## config.mk

```make
export PLATFORM = sky130hd
export DESIGN_NAME = ins_fetch_unit
export DESIGN_NICKNAME = d
export VERILOG_FILES = /design/src/rtl/cpu_pkg.sv /design/src/rtl/ins_field_split.sv /design/src/rtl/ins_fetch_unit.sv
export SDC_FILE = /design/constraint.sdc
export NUM_CORES = 1
export LEC_CHECK = 0
export ABC_CLOCK_PERIOD_IN_PS = 1550
export CAP_MARGIN = 40
export CORE_ASPECT_RATIO = 0.75
export CORE_MARGIN = 2
export CORE_UTILIZATION = 45
export CTS_CLUSTER_SIZE = 25
export DETAILED_ROUTE_END_ITERATION = 7
export DONT_BUFFER_PORTS = 1
export PLACE_DENSITY_LB_ADDON = 0.3
export SYNTH_ARGS = -nofsm -noshare
export SYNTH_HDL_FRONTEND = slang
export SYNTH_HIERARCHICAL = 1
export SYNTH_SLANG_ARGS = --single-unit
```

## constraint.sdc

```tcl
create_clock -name clk -period 1.55 [get_ports clk]
set_input_delay 0.31 -clock clk [delete_from_list [all_inputs] [get_ports clk]]
set_output_delay 0.31 -clock clk [all_outputs]
set_load 0.05 [all_outputs]
```

## src/rtl/cpu_pkg.sv

```systemverilog
// Shared CPU definitions: opcode encodings, instruction field positions
// and the two-word instruction test used by the fetch unit and sequencer.
package cpu_pkg;

    typedef logic [3:0] opcode_t;

    localparam opcode_t OP_ADD  = 4'b0000;
    localparam opcode_t OP_SUB  = 4'b0001;
    localparam opcode_t OP_AND  = 4'b0010;
    localparam opcode_t OP_OR   = 4'b0011;
    localparam opcode_t OP_XOR  = 4'b0100;
    localparam opcode_t OP_NAND = 4'b0101;
    localparam opcode_t OP_NOR  = 4'b0110;
    localparam opcode_t OP_XNOR = 4'b0111;
    localparam opcode_t OP_MOV  = 4'b1011;
    localparam opcode_t OP_MVI  = 4'b1100;
    localparam opcode_t OP_LDA  = 4'b1101;

    localparam int OPC_HI = 15;
    localparam int OPC_LO = 12;
    localparam int OP1_HI = 11;
    localparam int OP1_LO = 9;
    localparam int OP2_HI = 8;
    localparam int OP2_LO = 6;

    typedef enum logic {
        FS_IDLE,
        FS_FETCH
    } fetch_state_t;

    // MVI and LDA carry a second word (immediate / address) after the opcode word.
    function automatic logic is_two_word(input opcode_t op);
        return (op == OP_MVI) || (op == OP_LDA);
    endfunction

endpackage

```

## src/rtl/ins_field_split.sv

```systemverilog
// Combinational decode of the instruction register into its fields.
module ins_field_split
    import cpu_pkg::*;
#(
    parameter int DW = 16
) (
    input  logic [DW-1:0] ir,
    output logic [3:0]    opcode,
    output logic [2:0]    op1_addr,
    output logic [2:0]    op2_addr,
    output logic          two_word
);

    // Low bits are not decoded here; the reduction keeps them visibly consumed.
    logic unused_low;

    assign opcode     = ir[OPC_HI:OPC_LO];
    assign op1_addr   = ir[OP1_HI:OP1_LO];
    assign op2_addr   = ir[OP2_HI:OP2_LO];
    assign two_word   = is_two_word(ir[OPC_HI:OPC_LO]);
    assign unused_low = ^ir[OP2_LO-1:0];

endmodule

```

## src/rtl/ins_fetch_unit.sv

```systemverilog
// Instruction fetch unit: owns PC/IR/imm, fetches ROM words over req/ack
// with a timeout, and presents decoded fields to the control sequencer.
module ins_fetch_unit
    import cpu_pkg::*;
#(
    parameter int AW       = 8,
    parameter int DW       = 16,
    parameter int RESET_PC = 0,
    parameter int TIMEOUT  = 15
) (
    input  logic          clk,
    input  logic          rst,
    input  logic          cs_pc_load,
    input  logic          cs_ins_load,
    input  logic          cs_pc_inc,
    input  logic          pc_wr_en,
    input  logic [AW-1:0] pc_wr_data,
    output logic          rom_req,
    output logic [AW-1:0] rom_addr,
    input  logic [DW-1:0] rom_rdata,
    input  logic          rom_ack,
    output logic [3:0]    opcode,
    output logic [2:0]    op1_addr,
    output logic [2:0]    op2_addr,
    output logic [DW-1:0] imm,
    output logic          two_word,
    output logic          fetch_busy,
    output logic          ins_valid,
    output logic          fetch_err,
    output logic [AW-1:0] pc
);

    localparam int CW = ($clog2(TIMEOUT + 1) > 4) ? $clog2(TIMEOUT + 1) : 4;

    fetch_state_t  state, state_nx;
    logic [DW-1:0] ir;
    logic          word_sel;
    logic [CW-1:0] tmo_cnt;
    logic          start, ack_take, tmo_hit;

    always_ff @(posedge clk) begin
        if (rst) state <= FS_IDLE;
        else     state <= state_nx;
    end

    // Strobes are only honoured in IDLE; acks only while a request is out.
    always_comb begin
        state_nx = state;
        start    = 1'b0;
        ack_take = 1'b0;
        tmo_hit  = 1'b0;
        case (state)
            FS_IDLE: begin
                if (cs_pc_load && cs_ins_load) begin
                    state_nx = FS_FETCH;
                    start    = 1'b1;
                end
            end
            FS_FETCH: begin
                if (rom_ack) begin
                    ack_take = 1'b1;
                    state_nx = FS_IDLE;
                end else if (tmo_cnt == CW'(TIMEOUT - 1)) begin
                    tmo_hit  = 1'b1;
                    state_nx = FS_IDLE;
                end
            end
            default: state_nx = FS_IDLE;
        endcase
    end

    always_ff @(posedge clk) begin
        if (rst) begin
            rom_req   <= 1'b0;
            rom_addr  <= '0;
            tmo_cnt   <= '0;
            ins_valid <= 1'b0;
            fetch_err <= 1'b0;
            ir        <= '0;
            imm       <= '0;
            word_sel  <= 1'b0;
            pc        <= AW'(RESET_PC);
        end else begin
            rom_req   <= (state_nx == FS_FETCH);
            ins_valid <= ack_take;
            fetch_err <= tmo_hit;
            tmo_cnt   <= (state == FS_FETCH && state_nx == FS_FETCH) ? tmo_cnt + 1'b1 : '0;
            if (start) rom_addr <= pc;
            if (ack_take) begin
                if (!word_sel) begin
                    ir       <= rom_rdata;
                    word_sel <= is_two_word(rom_rdata[OPC_HI:OPC_LO]);
                end else begin
                    imm      <= rom_rdata;
                    word_sel <= 1'b0;
                end
            end
            // A jump abandons any pending second word, so its clear wins over an ack.
            if (pc_wr_en) begin
                pc       <= pc_wr_data;
                word_sel <= 1'b0;
            end else if (cs_pc_inc) begin
                pc <= pc + AW'(1);
            end
        end
    end

    assign fetch_busy = (state == FS_FETCH);

    ins_field_split #(.DW(DW)) u_split (
        .ir       (ir),
        .opcode   (opcode),
        .op1_addr (op1_addr),
        .op2_addr (op2_addr),
        .two_word (two_word)
    );

endmodule

```

# Yosys cells after proc, flatten, opt, wreduce, memory -nomap -nowiden
# Index checks and enable logic that the tools add are counted.
[classes] addsub=2 n_eq_ne=5 mux=11 bitwise=3 n_reduce_logical=10
[op_table] operator="4-bit == test, second input constant" count=5
[op_table] operator="8-bit two-way mux" count=2
[op_table] operator="8-bit by 1-bit adder with 8-bit output, second input constant" count=1
[op_table] operator="1-bit two-way mux" count=8
[op_table] operator="4-bit by 1-bit adder with 4-bit output, second input constant" count=1
[op_table] operator="2-bit AND reduction" count=2
[op_table] operator="2-bit OR reduction" count=2
[op_table] operator="1-bit inverter" count=3
[op_table] operator="3-bit OR reduction" count=1
[op_table] operator="1-bit logical AND" count=2
[op_table] operator="1-bit logical OR" count=2
[op_table] operator="1-bit one-hot mux with 2 select lines" count=1
[op_table] operator="2-bit nonzero test" count=1
[totals] regBits=56 inputBits=31 out_inout_bits=47 wordCells=40

# Logic depth before layout (Yosys ltp)
# Gate-level depths: netlist of the first run.
[depth] word_depth=7 mapped_depth=5 ltp_nobuf=5

# Hierarchy
# The synthesis of the first run kept the hierarchy.
[modules_own_cells] mod="ins_fetch_unit" instances=1 cells_each=250 area_per_inst_um2=2125.8 seq_area_each_um2=1121.1
[modules_own_cells] mod="ins_field_split" instances=1 cells_each=11 area_per_inst_um2=83.8 seq_area_each_um2=0.0

# Worst setup path before layout of the first run
# OpenSTA, ideal clock, no wires.
[synth_path] path_kind="reg-to-reg" from="reg pc[0]" to="reg pc[6]" arrival_time_ps=1561 required_ps=1459 setup_slack_ps=-102 path_stages_with_launch=5 path_buffers=0 period_less_slack_ps=1652 path_cell_list="dfxtp_1 > ha_1 > nand2_1 > or3_1 > a311oi_1"
[synth_via] elab_chain_cells=3
[synth_rtl] item="from (decl)" line_no="ins_fetch_unit.sv:30" source="output logic [AW-1:0] pc"
[synth_rtl] item="from (signal assigned)" line_no="ins_fetch_unit.sv:82" source="pc <= AW'(RESET_PC);"
[synth_rtl] item="from (signal assigned)" line_no="ins_fetch_unit.sv:100" source="pc <= pc_wr_data;"
[synth_rtl] item="from (signal assigned)" line_no="ins_fetch_unit.sv:103" source="pc <= pc + AW'(1);"
[synth_rtl] item="8-bit by 1-bit adder with 8-bit output" line_no="ins_fetch_unit.sv:103"
[synth_rtl] item="8-bit two-way mux" line_no="ins_fetch_unit.sv:102" source="end else if (cs_pc_inc) begin"
[synth_rtl] item="8-bit two-way mux" line_no="ins_fetch_unit.sv:99" source="if (pc_wr_en) begin"
# No other way between the ends. The select of a mux whose other input is x is not followed.
# A chain may end at the register's enable or synchronous reset.

# Worst setup path after layout of the first run
[layout_path] from="reg rom_req" to="out rom_req"
[layout_lines] item="from (decl)" line_no="ins_fetch_unit.sv:18" source="output logic rom_req,"
[layout_lines] item="from (signal assigned)" line_no="ins_fetch_unit.sv:84" source="rom_req <= (state_nx == FS_FETCH);"
# No word-level cell between the ends.

==> metrics, run 1 <==
Tot Pwr=~2.3 mW; FF-to-FF Start=pc[7]; global placement routability congestion=about 0.7; post_cts resized=0; FF-to-FF setup slack=roughly 0.27 ns; Hold Startpoint=rst; Worst-Margin Slew=between 0.5 and 0.6 ns; Final Hold Fails=0; final setup vio count=0; Achievable Freq=723 MHz; HPWL after DPL=between 3000 and 4000 microns; GRT overflow=0; Post-DRT Antenna Nets=0; normalized max-slew margin=0.631; DRC Markers=0; number of H-tree levels=2; Data required, critical path=1.24 ns; Syn Area/Cell=around 8.5 sq um; Core Area=roughly 4400 sq um; Max-Cap Viols=0; fin crit period=1.38 ns; CP delay by family, top=flip-flops; # port buffers=0; Initial Util=0.459; crit-path cells=buf_4; Placed Area=2070 sq um; Startpoint Class=flop; Placed Cells=roughly 280; CP Capture Type=output port; setup_tns=0 ns; pwr/cell area=about 1100 nW/um^2; Hold Buf Count CTS=0; Hold EP=imm[0]; post-route cell area=about 2200 sq um; drt first-iter violations=60; die area=5030 sq um; clock latency on the worst-skew pair=0.29 ns; number of diodes=0; Hold Path Class=input pin to flop; Peak supply drop=~0.00042 V; Area Overhead vs Synth=7.20%; Levels on crit path=1; vias in the first global route=about 1400; Final nets=268; CTS Sinks=50; RSZ-0062 raised after global routing=false; Worst Path Max Fanout=7; Layout Cells excl Fill=292; final period utilization=0.893; hold path depth=1; Clock Root Buffer=clkbuf_8; Row Count=21; first-pass GRT wire length=between 6000 and 7000 microns; Slew Viols, Final=0; commonest non-fill, non-tap cell in the layout=nand2_1; Ys Warns=6; maximum clock path buffer count=2; post-CTS setup buffers=0; Die X=slightly above 80 microns; overall routing resource usage=0.175; TritonRoute pass-1 iters=4; Buf/Inv on CP=1; Syn Nets=between 200 and 300; post-synthesis cell area=2010 sq um; most frequent cells in the layout=nand2_1, dfxtp_1, a21oi_1; status=finished clean; Clock Skews=0.00779 ns; Worst Reg2Reg Path Length in Cells=3; CTS tree=yes; max incr delay on CP=~0.43 ns; largest net degree at the start of global routing=~50; RR Endpoint=pc[7]; crit path max-delay cell type=dfxtp_1; cell count after synthesis=about 240; I/O pin total=slightly below 80; share of cells above drive strength 1=0.123; LEAKAGE=approximately 0.81 nW; total routed wirelength=4280 microns; number of CTS-inserted buffers=5; antenna violations before repair=0; vias per cell=5.35; Layout Utilization=0.492; WL per Instance=~15 microns; worst path arrival time=about 1.1 ns; Vias=approximately 1600; Die Height=~62 microns; clk slew on worst S/H paths=approximately 0.09 ns; Crit Path Category=flop to output port
where the power goes:
group | switching [mW] | internal, mW | total, mW | leakage, nW
logic | 0.132 | 0.0638 | 0.195 | 0.354
clock network | 0.408 | 0.361 | 0.769 | 0.0482
registers | 0.0655 | 1.32 | 1.38 | 0.407
per-stage QoR:
step	hold WS, ns	worst slack, ns
after global placement	0.378	0.291
after detailed placement	0.378	0.276
after floorplan	0.387	0.0170
after global routing	0.0581	0.0948
after CTS	0.0571	0.153
final	0.0767	0.167
sequential cells by signal (all words and copies together) (netlist names):
name	count
fetch_err	1
imm	16
ins_valid	1
ir	10
pc	8
rom_addr	8
rom_req	1
tmo_cnt	4
word_sel	1
metal layers:
metal,global-route usage,up-vias,share of wire
li1,-,771,-
met3,0.0665,4,0.10
met2,0.273,59,0.44
met1,0.230,729,0.45
met5,0,-,0
met4,0.0508,0,0.0077
worst max-delay path by stage:
stage,startpoint,end,slack [ns]
3_5_place_dp,pc_wr_en,pc[7],0.28
2_1_floorplan,rom_req,imm[10],0.02
3_3_place_gp,pc_wr_en,pc[7],0.29
4_1_cts,rom_req,rom_req,0.15
6_report,rom_req,rom_req,0.17
5_1_grt,rom_req,fetch_busy,0.09
layout make-up:
type | instances | area, sq um
clock inverters | 1 | 5.00
repair buffers | 16 | 133
inverters | 2 | 7.51
well taps | 57 | 71.3
clock buffers | 7 | 86.3
multi-input cells | 159 | 850
fillers | 412 | 2230
flip-flops and latches | 50 | 1010
Power figures use the tool's default switching activity.
==> run 2, diff against run 1 <==
- SKIP_LAST_GASP: unset -> 1
==> results of run 2 <==
The final DEF is identical to that of run 1; final timing and power are the same.
==> run 3, diff against run 2 <==
- REMOVE_ABC_BUFFERS: unset -> 1
- SKIP_CTS_REPAIR_TIMING: unset -> 1
==> run 3 against run 2 <==
Cell count up 0.34%. First-iteration DRC count rose by 20%. Sequential share of layout area fell by 0.69 points. Register-to-register slack about the same. Sequential cell count is the same. Die area is the same. Power up 5.5%. Non-clock buffer count rose by 1. Clock skew shrank 0.0013 ns. Largest cell class unchanged.
==> metrics, run 3 (same netlist as run 1, synthesis figures left out) <==
share of cells above drive strength 1=0.110 (-0.0132); CP delay by family, top=flip-flops; switching share of power=0.251 (-0.00747); TritonRoute pass-1 iters=4 (unchanged); Final Hold Fails=0 (unchanged); Area Overhead vs Synth=8.14%; Peak supply drop=0.000480 V (+13%); number of CTS-inserted buffers=5 (unchanged); WL per Instance=13.9 microns (-5.4%); Core Area=4390 sq um (unchanged); Crit Path Category=flop to output port; Buf/Inv on CP=1 (unchanged); overall routing resource usage=0.164 (-0.0111); Metal-1 WL=1940 microns (+0.67%); crit-path cells=buf_4; number of diodes=0 (unchanged); biggest regs=imm x16, ir x10; Die X=81.3 microns (unchanged); commonest non-fill, non-tap cell in the layout=nand2_1; Final nets=269 (+0.37%); Die Height=61.9 microns (unchanged); top sig layer=met4; RSZ-0062 raised after global routing=false; vias per cell=5.10 (-4.8%); Achievable Freq=710 MHz (-1.8%); normalized max-slew margin=0.644 (+0.0125); clk slew on worst S/H paths=0.09 ns (about the same); Slew Viols, Final=0 (unchanged); Hold Path Class=input pin to flop; fin crit period=1.41 ns (+0.0253 ns); Worst Reg2Reg Path Length in Cells=4 (+1); most frequent cells in the layout=nand2_1, dfxtp_1, a21oi_1; largest net degree at the start of global routing=49 (unchanged); crit path max-delay cell type=dfxtp_1; antenna violations before repair=0 (unchanged); Row Count=21 (unchanged); global placement routability congestion=0.758 (+5.8%); HPWL after DPL=2940 microns (-3.3%); # port buffers=0 (unchanged); Max-Cap Viols=0 (unchanged); clock latency on the worst-skew pair=0.30 ns (about the same); Worst-Margin Slew=0.534 ns (-0.0187 ns); pwr/cell area=1140 nW/um^2 (+4.6%); Logic pwr share=0.080 (-0.003); first-pass GRT wire length=6220 microns (-6.1%); Post-DRT Antenna Nets=0 (unchanged); Layout Cells excl Fill=293 (+0.34%); worst path arrival time=1.10 ns (+0.03 ns); Reg power frac=0.557 (-0.032); final setup vio count=0 (unchanged); max reg flops=16 (unchanged); Worst Path Max Fanout=9 (+2); drt first-iter violations=72 (+20%); Placed Cells=285 (+0.35%); Startpoint Class=flop; Clk network pwr share=0.363 (+0.035); Data required, critical path=1.24 ns (about the same); CTS Sinks=50 (unchanged); Tot Pwr=2.47 mW (+5.5%); max incr delay on CP=0.46 ns (+0.03 ns); final period utilization=0.909 (+0.0163); Vias=1493 (-4.5%); I/O pin total=78 (unchanged); total routed wirelength=4060 microns (-5.1%); Pint=1.85 mW (+6.5%); Reg with most FFs=imm; DRC Markers=0 (unchanged); LEAKAGE=0.823 nW (+1.7%); wire length on met2=1840 microns (-2.7%); GRT overflow=0 (unchanged); hold path depth=1 (unchanged); Clock Skews=0.00653 ns (-0.00126 ns); die area=5030 sq um (unchanged); Levels on crit path=1 (unchanged); met3 WL=255 microns (-41%); post-route cell area=2180 sq um (+0.87%); number of H-tree levels=2 (unchanged); Placed Area=2070 sq um (about the same); Initial Util=0.459 (unchanged); setup slack at placement=0.255 ns (-0.0206 ns); status=finished clean; vias in the first global route=1274 (-10%); Layout Utilization=0.496 (+0.00428); CP Capture Type=output port; maximum clock path buffer count=2 (unchanged); switching power=620 uW (+2.4%); CTS tree=yes; final setup margin=0.141 ns (-0.0253 ns); Clock Root Buffer=clkbuf_8
==> run 3: cell types whose count changed in the layout (fill, tap and decap cells not counted) <==
cell,previous run,this run
buf_4,15,16
bufinv_16,0,1
clkbuf_1,1,0
clkbuf_8,6,5
clkinv_2,1,2
dfxtp_1,45,50
dfxtp_2,5,0
==> run 3: path summary, 6_finish.rpt <==
check                  start         end  slack (ns)
setup / recovery     rom_req     rom_req        0.14
hold / removal           rst       pc[3]        0.07
setup reg to reg       pc[4]       pc[5]        0.26
hold reg to reg   tmo_cnt[0]  tmo_cnt[0]        0.47
==> run 3: area by class of cell <==
class	instances	area, sq um
sequential	50	1000
multi-input combinational	159	850
tap	57	71.3
clock inverter	3	40.0
clock buffer	5	68.8
timing repair buffer	17	140
fill	416	2210
inverter	2	7.51
==> run 3: layer usage <==
| layer | up-vias | GRT usage |
|---|---|---|
| li1 | 773 | - |
| met1 | 675 | 0.228 |
| met2 | 41 | 0.238 |
| met3 | 4 | 0.0535 |
| met4 | 0 | 0.0605 |
| met5 | - | 0 |
==> run 3: per-stage QoR <==
step	TNS [ns]	hold WS, ns
after global placement	0	0.385
final	0	0.0705
after global routing	0	0.0526
after floorplan	-11.26	0.379
after CTS	0	0.0603
after detailed placement	0	0.386
==> run 3: power groups by stage <==
stage	Combinational, mW	Clock, mW	Sequential, mW
CTS	0.199	0.921	1.38
global route	0.213	0.982	1.38
global placement	0.198	0	1.41
detailed placement	0.199	0	1.41
finish	0.198	0.898	1.38
floorplan	0.0695	0	1.48
